--- config.mk ---
export PLATFORM = sky130hd
export DESIGN_NAME = fetch_ctrl
export DESIGN_NICKNAME = d
export VERILOG_FILES = /design/src/rtl/fetch_ctrl.sv
export SDC_FILE = /design/constraint.sdc
export NUM_CORES = 1
export LEC_CHECK = 0
export BUFFER_PORTS_ARGS = -buffer_cell sky130_fd_sc_hd__clkbuf_2
export CAP_MARGIN = 20
export CORE_MARGIN = 2
export CORE_UTILIZATION = 45
export DETAILED_ROUTE_END_ITERATION = 6
export PLACE_DENSITY = 0.7
export SLEW_MARGIN = 20
export SYNTH_ARGS = -nofsm -noshare
export SYNTH_HDL_FRONTEND = slang
export SYNTH_SLANG_ARGS = --single-unit
--- constraint.sdc ---
create_clock -name clk -period 4.7 [get_ports clk]
set_input_delay 0.235 -clock clk [delete_from_list [all_inputs] [get_ports clk]]
set_output_delay 0.235 -clock clk [all_outputs]
set_load 0.02 [all_outputs]
--- src/rtl/fetch_ctrl.sv ---
// fetch_ctrl: fetch PC sequencer feeding an 8-entry instruction buffer from the icache.
// Ports: clk/rst, redirect_valid/redirect_pc in; ib_fetch_req in; ib_flush/ib_write_req/
// ib_pc/ib_inst/ib_exc out; inst_sram_req/addr out; inst_sram_addr_ok/data_ok/rdata in.
// Optional macro FETCH_ADEF_CHECK_EN: a misaligned fetch PC yields an ADEF entry and halts.
module fetch_ctrl #(
  parameter int          IB_SIZE   = 8,
  parameter int          MAX_OUTST = 2,
  parameter logic [31:0] RESET_PC  = 32'hbfc00000
) (
  input  logic        clk,
  input  logic        rst,
  input  logic        redirect_valid,
  input  logic [31:0] redirect_pc,
  input  logic        ib_fetch_req,
  output logic        ib_flush,
  output logic        ib_write_req,
  output logic [31:0] ib_pc,
  output logic [31:0] ib_inst,
  output logic [2:0]  ib_exc,
  output logic        inst_sram_req,
  output logic [31:0] inst_sram_addr,
  input  logic        inst_sram_addr_ok,
  input  logic        inst_sram_data_ok,
  input  logic [31:0] inst_sram_rdata
);

  localparam int CW = $clog2(IB_SIZE + 1);
  localparam int OW = $clog2(MAX_OUTST + 1);
  localparam int PW = $clog2(MAX_OUTST);

  typedef enum logic {RUN, HALT} state_t;
  state_t state_q, state_d;

  logic [31:0]   fetch_pc;
  logic [CW-1:0] occ;
  logic [OW-1:0] outst, outst_d, stale, live, rq_cnt;

  logic [31:0]   pcq [MAX_OUTST];
  logic [PW-1:0] pcq_rd, pcq_wr;

  logic [31:0]   rq_pc   [MAX_OUTST];
  logic [31:0]   rq_inst [MAX_OUTST];
  logic [2:0]    rq_exc  [MAX_OUTST];
  logic [PW-1:0] rq_rd, rq_wr;

  logic        credit, misal, accept, drop, keep;
  logic        adef_push, rq_push, rq_pop;
  logic [31:0] push_pc, push_inst;
  logic [2:0]  push_exc;

  assign live = outst - stale;

  // Buffer room counts entries in the buffer, in the resp FIFO and
  // still in flight. The second term guarantees every live response
  // finds a resp FIFO slot even while the consumer blocks writes.
  assign credit = (state_q == RUN) && !redirect_valid && !rst
               && (int'(outst) < MAX_OUTST)
               && (int'(live) + int'(rq_cnt) < MAX_OUTST)
               && (int'(occ) + int'(live) + int'(rq_cnt) < IB_SIZE);

`ifdef FETCH_ADEF_CHECK_EN
  assign misal     = fetch_pc[1:0] != 2'b00;
  assign adef_push = credit && misal && outst == '0 && stale == '0;
`else
  assign misal     = 1'b0;
  assign adef_push = 1'b0;
`endif

  assign inst_sram_req  = credit && !misal;
  assign inst_sram_addr = fetch_pc;
  assign accept         = inst_sram_req && inst_sram_addr_ok;
  assign outst_d        = outst + OW'(accept) - OW'(inst_sram_data_ok);

  assign drop    = inst_sram_data_ok && stale != '0;
  assign keep    = inst_sram_data_ok && stale == '0;
  assign rq_push = keep || adef_push;

  assign push_pc   = keep ? pcq[pcq_rd] : fetch_pc;
  assign push_inst = keep ? inst_sram_rdata : '0;
  assign push_exc  = keep ? 3'b000 : 3'b001;

  assign ib_flush     = redirect_valid;
  assign ib_write_req = rq_cnt != '0 && !ib_fetch_req
                     && !redirect_valid && !rst;
  assign rq_pop       = ib_write_req;
  assign ib_pc        = rq_pc[rq_rd];
  assign ib_inst      = rq_inst[rq_rd];
  assign ib_exc       = rq_exc[rq_rd];

  always_comb begin
    state_d = state_q;
    if (redirect_valid)
      state_d = RUN;
    else if (adef_push)
      state_d = HALT;
  end

  always_ff @(posedge clk) begin
    if (rst) state_q <= RUN;
    else     state_q <= state_d;
  end

  always_ff @(posedge clk) begin
    if (rst) begin
      fetch_pc <= RESET_PC;
      occ      <= '0;
      outst    <= '0;
      stale    <= '0;
      rq_cnt   <= '0;
      rq_rd    <= '0;
      rq_wr    <= '0;
      pcq_rd   <= '0;
      pcq_wr   <= '0;
      for (int i = 0; i < MAX_OUTST; i++) begin
        pcq[i]     <= '0;
        rq_pc[i]   <= '0;
        rq_inst[i] <= '0;
        rq_exc[i]  <= '0;
      end
    end else begin
      outst <= outst_d;
      if (accept) begin
        pcq[pcq_wr] <= fetch_pc;
        pcq_wr      <= pcq_wr + PW'(1);
      end
      if (inst_sram_data_ok)
        pcq_rd <= pcq_rd + PW'(1);
      if (redirect_valid) begin
        // every request still in flight afterwards is now stale
        fetch_pc <= redirect_pc;
        occ      <= '0;
        stale    <= outst_d;
        rq_cnt   <= '0;
        rq_rd    <= '0;
        rq_wr    <= '0;
      end else begin
        if (accept)
          fetch_pc <= fetch_pc + 32'd4;
        occ <= occ + CW'(rq_pop) - (ib_fetch_req ? CW'(2) : CW'(0));
        if (drop)
          stale <= stale - OW'(1);
        if (rq_push) begin
          rq_pc[rq_wr]   <= push_pc;
          rq_inst[rq_wr] <= push_inst;
          rq_exc[rq_wr]  <= push_exc;
          rq_wr          <= rq_wr + PW'(1);
        end
        if (rq_pop)
          rq_rd <= rq_rd + PW'(1);
        rq_cnt <= rq_cnt + OW'(rq_push) - OW'(rq_pop);
      end
    end
  end

  a_pop_ok: assert property (
    @(posedge clk) disable iff (rst) ib_fetch_req |-> occ >= CW'(2)
  );

endmodule

# --- Word-level counts from Yosys, hierarchy flattened ---
# Memory sizes are Yosys's and may differ from the RTL's. A register that Yosys moved wholly into a read port is not among the register bits.
# Index checks and enable logic that the tools add are counted.
classes:
  reduce_logical: 23
  magnitude_cmp: 3
  n_addsub: 16
  n_mux: 37
ops:
  columns: ["op", "n"]
  rows:
  - ["32-bit two-way mux", 7]
  - ["32-bit OR reduction", 3]
  - ["32-bit by 3-bit adder with 32-bit output (second input constant)", 1]
  - ["1-bit two-way mux", 27]
  - ["1-bit logical AND", 10]
  - ["2-bit nonzero test", 4]
  - ["5-bit by 2-bit adder with 6-bit output", 1]
  - ["6-bit by 4-bit less-than comparator with 1-bit output (second input constant)", 1]
  - ["2-bit two-way mux", 3]
  - ["4-bit by 2-bit adder with 5-bit output", 1]
  - ["1-bit adder (second input constant)", 4]
  - ["2-bit by 1-bit adder with 2-bit output", 2]
  - ["4-bit by 1-bit adder with 4-bit output", 1]
  - ["2-bit by 1-bit subtractor with 2-bit output", 2]
  - ["4-bit by 2-bit subtractor with 4-bit output", 1]
  - ["2-bit by 2-bit adder with 3-bit output", 1]
  - ["1-bit zero test", 3]
  - ["3-bit by 2-bit less-than comparator with 1-bit output (second input constant)", 1]
  - ["2-bit zero test", 1]
  - ["2-bit less-than comparator (second input constant)", 1]
  - ["2-bit OR reduction", 1]
  - ["2-bit by 1-bit subtractor with 2-bit output (second input constant)", 1]
  - ["2-bit subtractor", 1]
  - ["1-bit OR reduction", 1]
totals:
  regBits: 46
  n_memories: 4
  mem_bits_rw: 194
  word_cells: 92
memory_table:
  columns: ["memory", "depth", "width", "rd", "rd_ports_with_merged_regs", "write_ports", "line", "source"]
  rows:
  - ["pcq", 2, 32, 1, 1, 2, "38", "logic [31:0] pcq [MAX_OUTST];"]
  - ["rq_inst", 2, 32, 1, 1, 2, "42", "logic [31:0] rq_inst [MAX_OUTST];"]
  - ["rq_pc", 2, 32, 1, 1, 2, "41", "logic [31:0] rq_pc [MAX_OUTST];"]
  - ["rq_exc", 2, 1, 1, 1, 2, "43", "logic [2:0] rq_exc [MAX_OUTST];"]

# --- Logic depth before layout (Yosys ltp) ---
# Gate-level depths: netlist of the first run.
depth:
  ltp_word: 11
  depth_mapped: 20
  mapped_depth_nobuf: 18

# --- Worst setup path before layout of the first run ---
# OpenSTA, ideal clock, no wires.
synth_path:
  kind: "reg-to-reg"
  start: "register outst[0]"
  end: "register stale[1]"
  path_buffers: 2
  t_arrival_ns: 3.273
  path_stages_with_launch: 21
  slack_ns: 1.295
  setup_ns: 0.132
  synth_period_minus_slack_ns: 3.405
  path_cell_list: "dfxtp_1 > inv_1 > ha_1 > xnor2_1 > xnor2_1 > inv_1 > fa_1 > inv_1 > ha_1 > nand2b_1 > o211a_1 > inv_1 > clkbuf_1 > buf_1 > ha_1 > inv_1 > ha_1 > xnor2_1 > nor2_1 > nand2_1 > o21ai_0"
synth_between:
  elab_chain_len: 9
  word_cells_on_any_way: 14
  classes_between: "add/sub: 6; order compare: 3; mux: 1; reduce/logical: 4"
synth_rtl:
  columns: ["item", "line", "source"]
  rows:
  - ["from (decl)", "36", "logic [OW-1:0] outst, outst_d, stale, live, rq_cnt;"]
  - ["from (signal assigned)", "121", "outst <= outst_d;"]
  - ["2-bit subtractor", "51", "assign live = outst - stale;"]
  - ["4-bit by 2-bit adder with 5-bit output or 2-bit by 2-bit adder with 3-bit output (tied branches)", "59, 58", null]
  - ["5-bit by 2-bit adder with 6-bit output or 3-bit by 2-bit less-than comparator with 1-bit output (tied branches)", "59, 58", null]
  - ["6-bit by 4-bit less-than comparator with 1-bit output or 1-bit logical AND (tied branches)", "59, 58", null]
  - ["1-bit logical AND", "59", "&& (int'(occ) + int'(live) + int'(rq_cnt) < IB_SIZE);"]
  - ["1-bit logical AND", "71", "assign accept = inst_sram_req && inst_sram_addr_ok;"]
  - ["2-bit by 1-bit adder with 2-bit output *", "72", "assign outst_d = outst + OW'(accept) - OW'(inst_sram_data_ok);"]
  - ["2-bit by 1-bit subtractor with 2-bit output *", "72", null]
  - ["2-bit two-way mux *", "128", "if (redirect_valid) begin"]
  - ["to (signal assigned)", "132", "stale <= outst_d;"]
  - ["to (signal assigned)", "141", "stale <= stale - OW'(1);"]
  - ["to (decl)", "36", null]
# Every way passes the cells marked *; elsewhere a longest branch is shown, timed or not.
# A chain may end at the register's enable or synchronous reset.

==> reports/results.ini, run 1 <==
[status]
status = completed

[route]
via_per_inst = 5.16
dr.pass1.iters = 5
num_vias = 7311
wl_per_cell_microns = 16.9
routed_wl_mm = 24.0
ant_nets = 0
drtIter0Drc = 591
drc = 0

[logic_synthesis]
async_flop_share = 0
avgSynthCellArea_sq_um = 12.4
synthFlopType = edfxtp_1
yosys_register_bits = 242
synth-compound-area-share = 0.0445
yosysUniqueCellTypes = 52
yosysWarnings = 0
syn_area_sq_mm = 0.0108
synth_top_family_by_area = simple AND/OR/NAND/NOR gates
muxShareOfSynthArea = 0.104
synth-simple-area-share = 0.167
yosys.area_share.adder = 0.0187
ys_seq_area_frac = 0.627
synth-xor-area-share = 0.0105
synthCells = 873
synth-edff-count = 194

[timing]
layout_min_cycle_time_ps = 3590
rsz0062_at_grt = no
fmax_mhz = 278
setup_tns_ps = 0
fin_crit_sh = 0.765
fin_ws_ps = 1110
hold_violations = 0
setup_viol = 0
slew_headroom = 0.285
slew_violations = 0
tightestPinTransition_ps = 1070
fin_skew_ps = 20.1

[floorplanning]
die_h_microns = 159
dieArea_sq_mm = 0.0253
die_w_microns = 159
top_level_ports = 172
initial_core_util = 0.460
rows = 56
coreArea_sq_mm = 0.0235

[clocking]
clk_latency_ps = 530
cts_tree = built
cts_buffers = 25
cts-htree-levels = 1
post_cts_buffers = 0
cts_root_buf = clkbuf_16
clk_pin_slew_ps = 60
cts_resized = 0
cts.path.max_buffers = 3
cts_sinks = 242

[power_and_ir_drop]
p_leak_nw = 5.21
power.total_w = 0.00510
power_density_mw_per_mm2 = 385
vdd_drop_max_uv = 215

[setup_path]
start_kind = flip-flop
cp_max_fo = 32
r2r_slack_ps = 1110
critPathCaptureType = flip-flop
worstPathRequired_ps = 4840
arrival_ps = 3740
worstSetupPathType = flip-flop to flip-flop

[placement]
place.detailed.hpwl_mm = 15.1
place_congestion = 0.848
pre_cts_ws_ps = 1090
place.port_buffers = 169

[global_route]
antenna_found_initial = 0
grt_pass1_wl_mm = 38.2
grt-ovfl-total = 0
grt_max_degree = 66
grt_pass1_vias = 7166
grt_usage = 0.186

[finish]
syn_to_final_growth_pct = 22.3
n_antenna_cell = 0
layout_commonest_cell = edfxtp_1
drive_gt1_frac = 0.273
nets = 1164
mostFrequentLayoutCells = edfxtp_1 (194), clkbuf_2 (169), and2_1 (121)
nFillCells = 1994

[job]
drv_cap = 0

[hold_path]
hold_class = primary input to flip-flop

-- cell usage after synthesis, types with 4 or more instances --
cell type / number / share of area
or2_2: 5 / 0.0029
a221oi_1: 4 / 0.0032
ha_1: 13 / 0.015
xor2_1: 4 / 0.0032
nor2_1: 106 / 0.037
mux2_2: 68 / 0.071
nor3_1: 21 / 0.0097
a21oi_1: 28 / 0.013
dfxtp_1: 48 / 0.089
a31oi_1: 10 / 0.0058
o21ai_0: 12 / 0.0055
nor4_1: 5 / 0.0029
edfxtp_1: 194 / 0.54
and2_1: 121 / 0.070
clkbuf_1: 44 / 0.015
xnor2_1: 9 / 0.0073
o311ai_0: 5 / 0.0040
buf_1: 5 / 0.0017
mux2i_1: 36 / 0.033
nand4_1: 11 / 0.0064
nand2_1: 34 / 0.012
nand3_1: 15 / 0.0069
nand2b_1: 6 / 0.0035
o211ai_1: 5 / 0.0035
inv_1: 25 / 0.0087
-- report_power, final --
group / switching [W] / total (W) / internal [W]
logic: 0.000373 / 0.000620 / 0.000246
clock network: 0.000783 / 0.00192 / 0.00114
registers: 0.0000965 / 0.00256 / 0.00246
-- sequential cells by signal, summed over array words and instances (netlist names), named ones only --
name and cells:
inst_sram_addr 32, occ 4, outst 2, pcq 64, pcq_rd 1, pcq_wr 1
rq_cnt 2, rq_exc 2, rq_inst 64, rq_pc 64, rq_rd 1, rq_wr 1
stale 2
-- final timing paths --
path	start	endpoint	cells past startpoint
hold / removal	inst_sram_rdata[2]	rq_inst[1][2]	2
setup / recovery	outst[0]	pcq[1][29]	14
setup reg to reg	outst[0]	pcq[1][29]	14
hold reg to reg	rq_rd	flip-flop	2
-- worst max-delay path: stages, from the launching register on --
cell and delay, ps:
dfxtp_1 340, inv_1 50, ha_1 190, xnor2_1 130, xnor2_1 250, inv_1 90
fa_1 360, inv_1 60, ha_1 220, nand2b_1 90, o211a_1 200, inv_1 190
nor2_1 150, buf_4 250, or2_2 650
-- cell families after synthesis --
family | count (synthesis)
buffers and inverters | 79
adder cells (fa/ha/maj) | 15
AND/OR/NAND/NOR | 343
AO/OA/AOI/OAI | 76
multiplexers | 104
flip-flops | 242
other | 1
XOR/XNOR | 13
-- metal layers --
metal / up-vias / share of wire / GRT usage
met4: 0 / 0.015 / 0.0384
met1: 3473 / 0.45 / 0.265
met3: 32 / 0.070 / 0.0349
met5: - / 0 / 0
li1: 3526 / - / -
met2: 280 / 0.47 / 0.300
-- through the flow --
step                      cell area (sq um)  utilization  cells  hold slack (ps)
after CTS                             13200        0.563   1416            0.438
after global placement                12000        0.509   1325              466
after detailed placement              12000        0.509   1325              464
after global routing                  13200        0.563   1416             18.5
final                                 13200        0.563   1416             20.6
after floorplan                       10800            -    876              362
-- area by class of cell --
type,instances,area (sq um),area share
timing repair buffer,230,1420,0.107
clock inverter,14,144,0.0109
multi-input combinational,555,3750,0.283
clock buffer,31,648,0.0489
tap,319,399,0.0301
inverter,25,93.8,0.00708
sequential,242,6790,0.513
-- what timing repair did --
action / in CTS / in global routing
endpoints found under the hold margin: 63 / 0
hold buffers: 46 / 0
setup endpoints to repair: 0 / 0
Power figures use the tool's default switching activity.
==> inputs of run 2 (changes only) <==
--- a/config.mk
+++ b/config.mk
@@ -5,12 +5,13 @@
 export SDC_FILE = /design/constraint.sdc
 export NUM_CORES = 1
 export LEC_CHECK = 0
+export ABC_AREA = 1
 export BUFFER_PORTS_ARGS = -buffer_cell sky130_fd_sc_hd__clkbuf_2
 export CAP_MARGIN = 20
 export CORE_MARGIN = 2
 export CORE_UTILIZATION = 45
 export DETAILED_ROUTE_END_ITERATION = 6
-export PLACE_DENSITY = 0.7
+export PLACE_DENSITY = 0.69
 export SLEW_MARGIN = 20
 export SYNTH_ARGS = -nofsm -noshare
 export SYNTH_HDL_FRONTEND = slang
==> constraint.sdc (replaced) <==
create_clock -name clk -period 3.5 [get_ports clk]
set_input_delay 0.175 -clock clk [delete_from_list [all_inputs] [get_ports clk]]
set_output_delay 0.175 -clock clk [all_outputs]
set_load 0.02 [all_outputs]
==> run 2 against run 1 <==
  * Area after synthesis up 7.7%
  * Combinational power up 56%
  * Synthesized cell count increased by 37%
  * Critical path depth is 3 higher
  * Critical endpoint is now stale[1]
  * Worst setup slack worse by 700 ps
  * Sequential power up 32%
==> reports/results.ini, run 2 <==
[status]
status = completed

[floorplanning]
dieArea_sq_mm = 0.0272
die_w_microns = 165
top_level_ports = 172
coreArea_sq_mm = 0.0253
rows = 58
initial_core_util = 0.460
die_h_microns = 165

[logic_synthesis]
synth_common_cells = nor2_1 (232), nand2_1 (226), edfxtp_1 (194)
synthFlopType = edfxtp_1
synth_top_area_frac = 0.500
yosys.area_share.adder = 0.0174
synth-simple-area-share = 0.198
avgSynthCellArea_sq_um = 9.78
async_flop_share = 0
ys_seq_area_frac = 0.582
yosys_register_bits = 242
post-synth-top-count-cell = nor2_1
syn_area_sq_mm = 0.0117
yosysWarnings = 0
synth-edff-count = 194
muxShareOfSynthArea = 0.0628
synth-xor-area-share = 0.0143
synth.area.top_cells = edfxtp_1 (50%), dfxtp_1 (8.2%), nor2_1 (7.5%)
yosysUniqueCellTypes = 35
synth_top_family_by_area = simple AND/OR/NAND/NOR gates
synth-compound-area-share = 0.0579
synth_area_leader_cell = edfxtp_1
synthCells = 1193

[route]
via_per_inst = 5.05
drc = 0
routed_wl_mm = 28.4
dr.pass1.iters = 5
num_vias = 8899
drtIter0Drc = 791
wl_per_cell_microns = 16.2
ant_nets = 0

[finish]
n_antenna_cell = 0
drive_gt1_frac = 0.228
top_regs = pcq x64, rq_inst x64, rq_pc x64
syn_to_final_growth_pct = 21.7
instances_no_fill = 1761
layout_commonest_cell = nor2_1
fin_area_sq_mm = 0.0142
nets = 1496
mostFrequentLayoutCells = nor2_1 (232), nand2_1 (222), edfxtp_1 (194)

[clocking]
clk_latency_ps = 530
cts_sinks = 242
cts_tree = built
hold_buffers = 61
post_cts_buffers = 0
cts_root_buf = clkbuf_16
cts-htree-levels = 1
cts_resized = 0
clk_pin_slew_ps = 60
cts.path.max_buffers = 3
cts_buffers = 27

[global_route]
grt_max_degree = 66
grt-ovfl-total = 0
grt_usage = 0.205
grt_pass1_wl_mm = 43.8
antenna_found_initial = 0
grt_pass1_vias = 8498

[placement]
place.detailed.hpwl_mm = 18.3
dpl_cell_area_sq_mm = 0.0128
place_congestion = 0.903
dp.cells = 1651
place.port_buffers = 169

[power_and_ir_drop]
p_int_w = 0.00515
switchingPower_w = 0.00183
pwr-share-clk = 0.375
swShare = 0.262
vdd_drop_max_uv = 343
power_density_mw_per_mm2 = 491
p_leak_nw = 5.93
combPwrFrac = 0.139
seqPwrFrac = 0.486

[job]
drv_cap = 0

[timing]
slew_headroom = 0.274
tightestPinTransition_ps = 1090
layout_min_cycle_time_ps = 3090
rsz0062_at_grt = no
fmax_mhz = 323
whs_ps = 21.8
slew_violations = 0
setup_tns_ps = 0
fin_crit_sh = 0.884
fin_skew_ps = 6.41
setup_viol = 0
hold_violations = 0

[setup_path]
cp_max_fo = 3
worstPathRequired_ps = 3900
r2r_slack_ps = 410
worstSetupPathType = flip-flop to flip-flop
critPathCaptureType = flip-flop
arrival_ps = 3500
start_kind = flip-flop

[hold_path]
hold_class = primary input to flip-flop

==> run 2: changes by cell type after synthesis, sizes merged, moves of 21 or more <==
cell / delta
inv: +96
nor2: +156
a21oi: +75
nand2: +193
nand3: +21
and2: -121
mux2i: -36
==> run 2: area by class of cell <==
class / instances / area, sq um
inverters: 123 / 462
flip-flops and latches: 242 / 6790
well taps: 330 / 413
multi-input cells: 768 / 4110
fillers: 2211 / 11100
clock inverters: 9 / 67.6
repair buffers: 249 / 1610
clock buffers: 40 / 744
==> run 2: worst max-delay path: stages, from the launching register on <==
cell	delay [ps]
dfxtp_1	330
inv_1	40
ha_1	190
xor2_1	150
xor2_1	230
inv_1	90
fa_1	460
nor2_1	90
nand2_1	100
nor2_4	140
nand3_2	100
ha_1	280
inv_1	40
ha_1	180
xor2_1	150
xor2_1	150
o21ai_0	160
a21oi_1	90
==> run 2: kinds of logic after synthesis <==
logic type      count (synthesis)
compound gates                132
xor+xnor                       19
fa+ha+maj                      15
buf+inv                       186
flops                         242
mux                            65
other cells                     1
simple gates                  533
==> run 2: final timing paths <==
check                                     from                end  depth (start not counted)
worst max-delay path                  outst[0]           stale[1]                         17
worst min-delay path            redirect_pc[9]  inst_sram_addr[9]                          5
worst max register to register        outst[0]           stale[1]                         17
worst min register to register          pcq_wr             pcq_wr                          2
==> run 2: metal layers <==
metal | global-route usage | routed length [microns]
met1 | 0.300 | 13000
met2 | 0.321 | 12700
met3 | 0.0286 | 2120
met4 | 0.0542 | 617
met5 | 0 | 0
==> run 2: per-stage QoR <==
step	setup slack, ps	power (W)	utilization
2_1_floorplan	74.9	0.00406	-
3_3_place_gp	480	0.00434	0.504
3_5_place_dp	414	0.00436	0.504
4_1_cts	370	0.00701	0.561
5_1_grt	56.8	0.00725	0.561
6_report	405	0.00698	0.561
==> run 2: power groups by stage <==
stage / sequential [W] / combinational, W / clock [W]
4_1_cts: 0.00339 / 0.000969 / 0.00266
3_5_place_dp: 0.00345 / 0.000907 / 0
2_1_floorplan: 0.00345 / 0.000611 / 0
6_report: 0.00339 / 0.000968 / 0.00262
5_1_grt: 0.00341 / 0.00107 / 0.00278
3_3_place_gp: 0.00344 / 0.000894 / 0
==> inputs of run 3 (changes only) <==
--- a/config.mk
+++ b/config.mk
@@ -8,10 +8,13 @@
 export ABC_AREA = 1
 export BUFFER_PORTS_ARGS = -buffer_cell sky130_fd_sc_hd__clkbuf_2
 export CAP_MARGIN = 20
+export CELL_PAD_IN_SITES_DETAIL_PLACEMENT = 1
+export CELL_PAD_IN_SITES_GLOBAL_PLACEMENT = 2
 export CORE_MARGIN = 2
-export CORE_UTILIZATION = 45
+export CORE_UTILIZATION = 36
 export DETAILED_ROUTE_END_ITERATION = 6
-export PLACE_DENSITY = 0.69
+export PLACE_DENSITY = 0.84
+export RECOVER_POWER = 50
 export SLEW_MARGIN = 20
 export SYNTH_ARGS = -nofsm -noshare
 export SYNTH_HDL_FRONTEND = slang
==> run 3 against run 2 <==
  * The flow now finishes with violations (capacitance limit, slew limit)
  * Die area up 24%
  * Core utilization down 11 points
  * First-iteration DRC count down 44%
  * Via count down 0.45%
  * Sequential share of layout area down 0.48 points
  * Flip-flop and latch count unchanged
  * Largest power group unchanged
==> reports/results.ini, run 3 (synthesized netlist as in run 2, its figures left out) <==
[status]
status = finished with violations
failed_checks = capacitance limit, slew limit

[route]
drtIter0Drc = 443
wl_per_cell_microns = 17.7
ant_nets = 0
num_vias = 8859
via_per_inst = 4.82
dr.pass1.iters = 4
drc = 0
routed_wl_mm = 32.5

[global_route]
grt_usage = 0.194
grt_pass1_vias = 9391
grt-ovfl-total = 0
grt_max_degree = 66
grt_pass1_wl_mm = 51.3
antenna_found_initial = 0

[clocking]
cts_tree = built
clk_pin_slew_ps = 60
post_cts_buffers = 0
cts_buffers = 28
cts_sinks = 242
clk_latency_ps = 540
cts.path.max_buffers = 3
cts_root_buf = clkbuf_16
cts-htree-levels = 1

[timing]
setup_tns_ps = 0
whs_ps = 24.9
fin_ws_ps = 351
hold_violations = 0
layout_min_cycle_time_ps = 3150
slew_violations = 35
setup_viol = 0
fin_crit_sh = 0.900
fmax_mhz = 318
fin_skew_ps = 7.29
rsz0062_at_grt = no
tightestPinTransition_ps = 1530
slew_headroom = -0.0224

[setup_path]
timing.rr.start = outst[0]
worstSetupPathType = flip-flop to flip-flop
worstPathRequired_ps = 3910
r2r_slack_ps = 350
cp_max_fo = 5
worstRegToRegCells = 17
critPathSlowestCell = fa_1
path_cells = inv_1 -> ha_1 -> xor2_1 -> xor2_1 -> inv_1 -> fa_1 -> nor2_1 -> nand2_1 -> nor2_4 -> nand3_4 -> ha_1 -> inv_1 -> ha_1 -> xor2_1 -> xor2_1 -> o21ai_0 -> a21oi_1
arrival_ps = 3560
crit_family = adder cells
critPathCaptureType = flip-flop
crit_path_frequent_cell = xor2_1
reg2reg_to = stale[1]
max_stage_delay_ps = 460
critPathBufInv = 3
start_kind = flip-flop

[power_and_ir_drop]
vdd_drop_max_uv = 311
p_int_w = 0.00533
pwr-share-clk = 0.396
swShare = 0.265
switchingPower_w = 0.00192
power_density_mw_per_mm2 = 506
seqPwrFrac = 0.468
combPwrFrac = 0.135
p_leak_nw = 5.82

[finish]
top_regs = pcq x64, rq_inst x64, rq_pc x64
nFillCells = 3648
drive_gt1_frac = 0.190
mostFrequentLayoutCells = nor2_1 (232), nand2_1 (225), edfxtp_1 (194)
syn_to_final_growth_pct = 22.9
n_antenna_cell = 0
layout_commonest_cell = nor2_1
nets = 1500

[floorplanning]
die_h_microns = 184
die_w_microns = 184
coreArea_sq_mm = 0.0317
initial_core_util = 0.368
dieArea_sq_mm = 0.0339
rows = 65
top_level_ports = 172

[placement]
place_congestion = 0.804
place.detailed.hpwl_mm = 22.2
place.port_buffers = 169
pre_cts_ws_ps = 311

[hold_path]
hold_class = primary input to flip-flop
whs_path_depth = 4
min_to = rq_wr
timing.hold.worst.start = redirect_valid

[job]
drv_cap = 1

run 3: changes by cell type in the layout (fill, tap and decap cells not counted), moves of 2 or more:
cell	before	now
nand2_1	222	225
clkbuf_8	2	0
mux2_1	0	2
buf_12	1	3
clkbuf_2	169	115
clkinv_2	2	5
clkbuf_1	11	61
nand3_2	2	0
mux2_2	65	63
buf_4	18	16
nand2_2	5	2
clkbuf_16	27	29
bufinv_16	1	3
run 3: routing by layer:
metal | wire length (microns) | track usage | vias to the layer above
li1 | - | - | 4336
met1 | 15400 | 0.274 | 4275
met2 | 14900 | 0.320 | 214
met3 | 1650 | 0.0244 | 34
met4 | 484 | 0.0390 | 0
met5 | 0 | 0 | -
run 3: repair_timing:
item	4_1_cts	5_1_grt
setup endpoints to repair	0	1
hold endpoints to repair	92	0
hold buffers	61	0
gates resized for setup	0	1
run 3: stage by stage:
step           power, W  instance area, sq um  instances   util
6_report        0.00725                 14300       1837  0.452
5_1_grt         0.00757                 14300       1837  0.452
4_1_cts         0.00735                 14400       1837  0.455
3_5_place_dp    0.00440                 12900       1726  0.407
3_3_place_gp    0.00436                 12900       1726  0.407
2_1_floorplan   0.00406                 11700       1196      -
run 3: worst register-to-register path: cells and delay by family (launching register included):
kind	cells	cell delay (ps)
AO/OA/AOI/OAI	2	230
XOR/XNOR	4	690
adder cells (fa/ha/maj)	4	1130
buffers and inverters	3	190
flip-flops	1	330
AND/OR/NAND/NOR	4	450
run 3: how the worst max path moves through the flow:
stage / start / endpoint / slack (ps) / depth (start not counted)
finish: outst[0] / stale[1] / 350 / 17
global route: outst[0] / stale[1] / 10 / 17
CTS: outst[0] / stale[1] / 300 / 17
detailed placement: outst[0] / stale[1] / 310 / 17
global placement: outst[0] / stale[1] / 390 / 17
floorplan: outst[0] / pcq[0][0] / 70 / 14
run 3: cell type report:
class                   instances  area (sq um)  share of cell area
inverters                     123           462              0.0322
clock inverters                17           159              0.0111
well taps                     402           503              0.0351
flip-flops and latches        242          6790               0.473
repair buffers                252          1580               0.110
clock buffers                  33           741              0.0517
multi-input cells             768          4110               0.286
run 3: power groups by stage:
| stage | logic, W | clock network (W) | registers (W) |
|---|---|---|---|
| global route | 0.00110 | 0.00305 | 0.00342 |
| detailed placement | 0.000942 | 0 | 0.00346 |
| global placement | 0.000918 | 0 | 0.00345 |
| finish | 0.000982 | 0.00288 | 0.00340 |
| floorplan | 0.000611 | 0 | 0.00345 |
| CTS | 0.00100 | 0.00295 | 0.00340 |
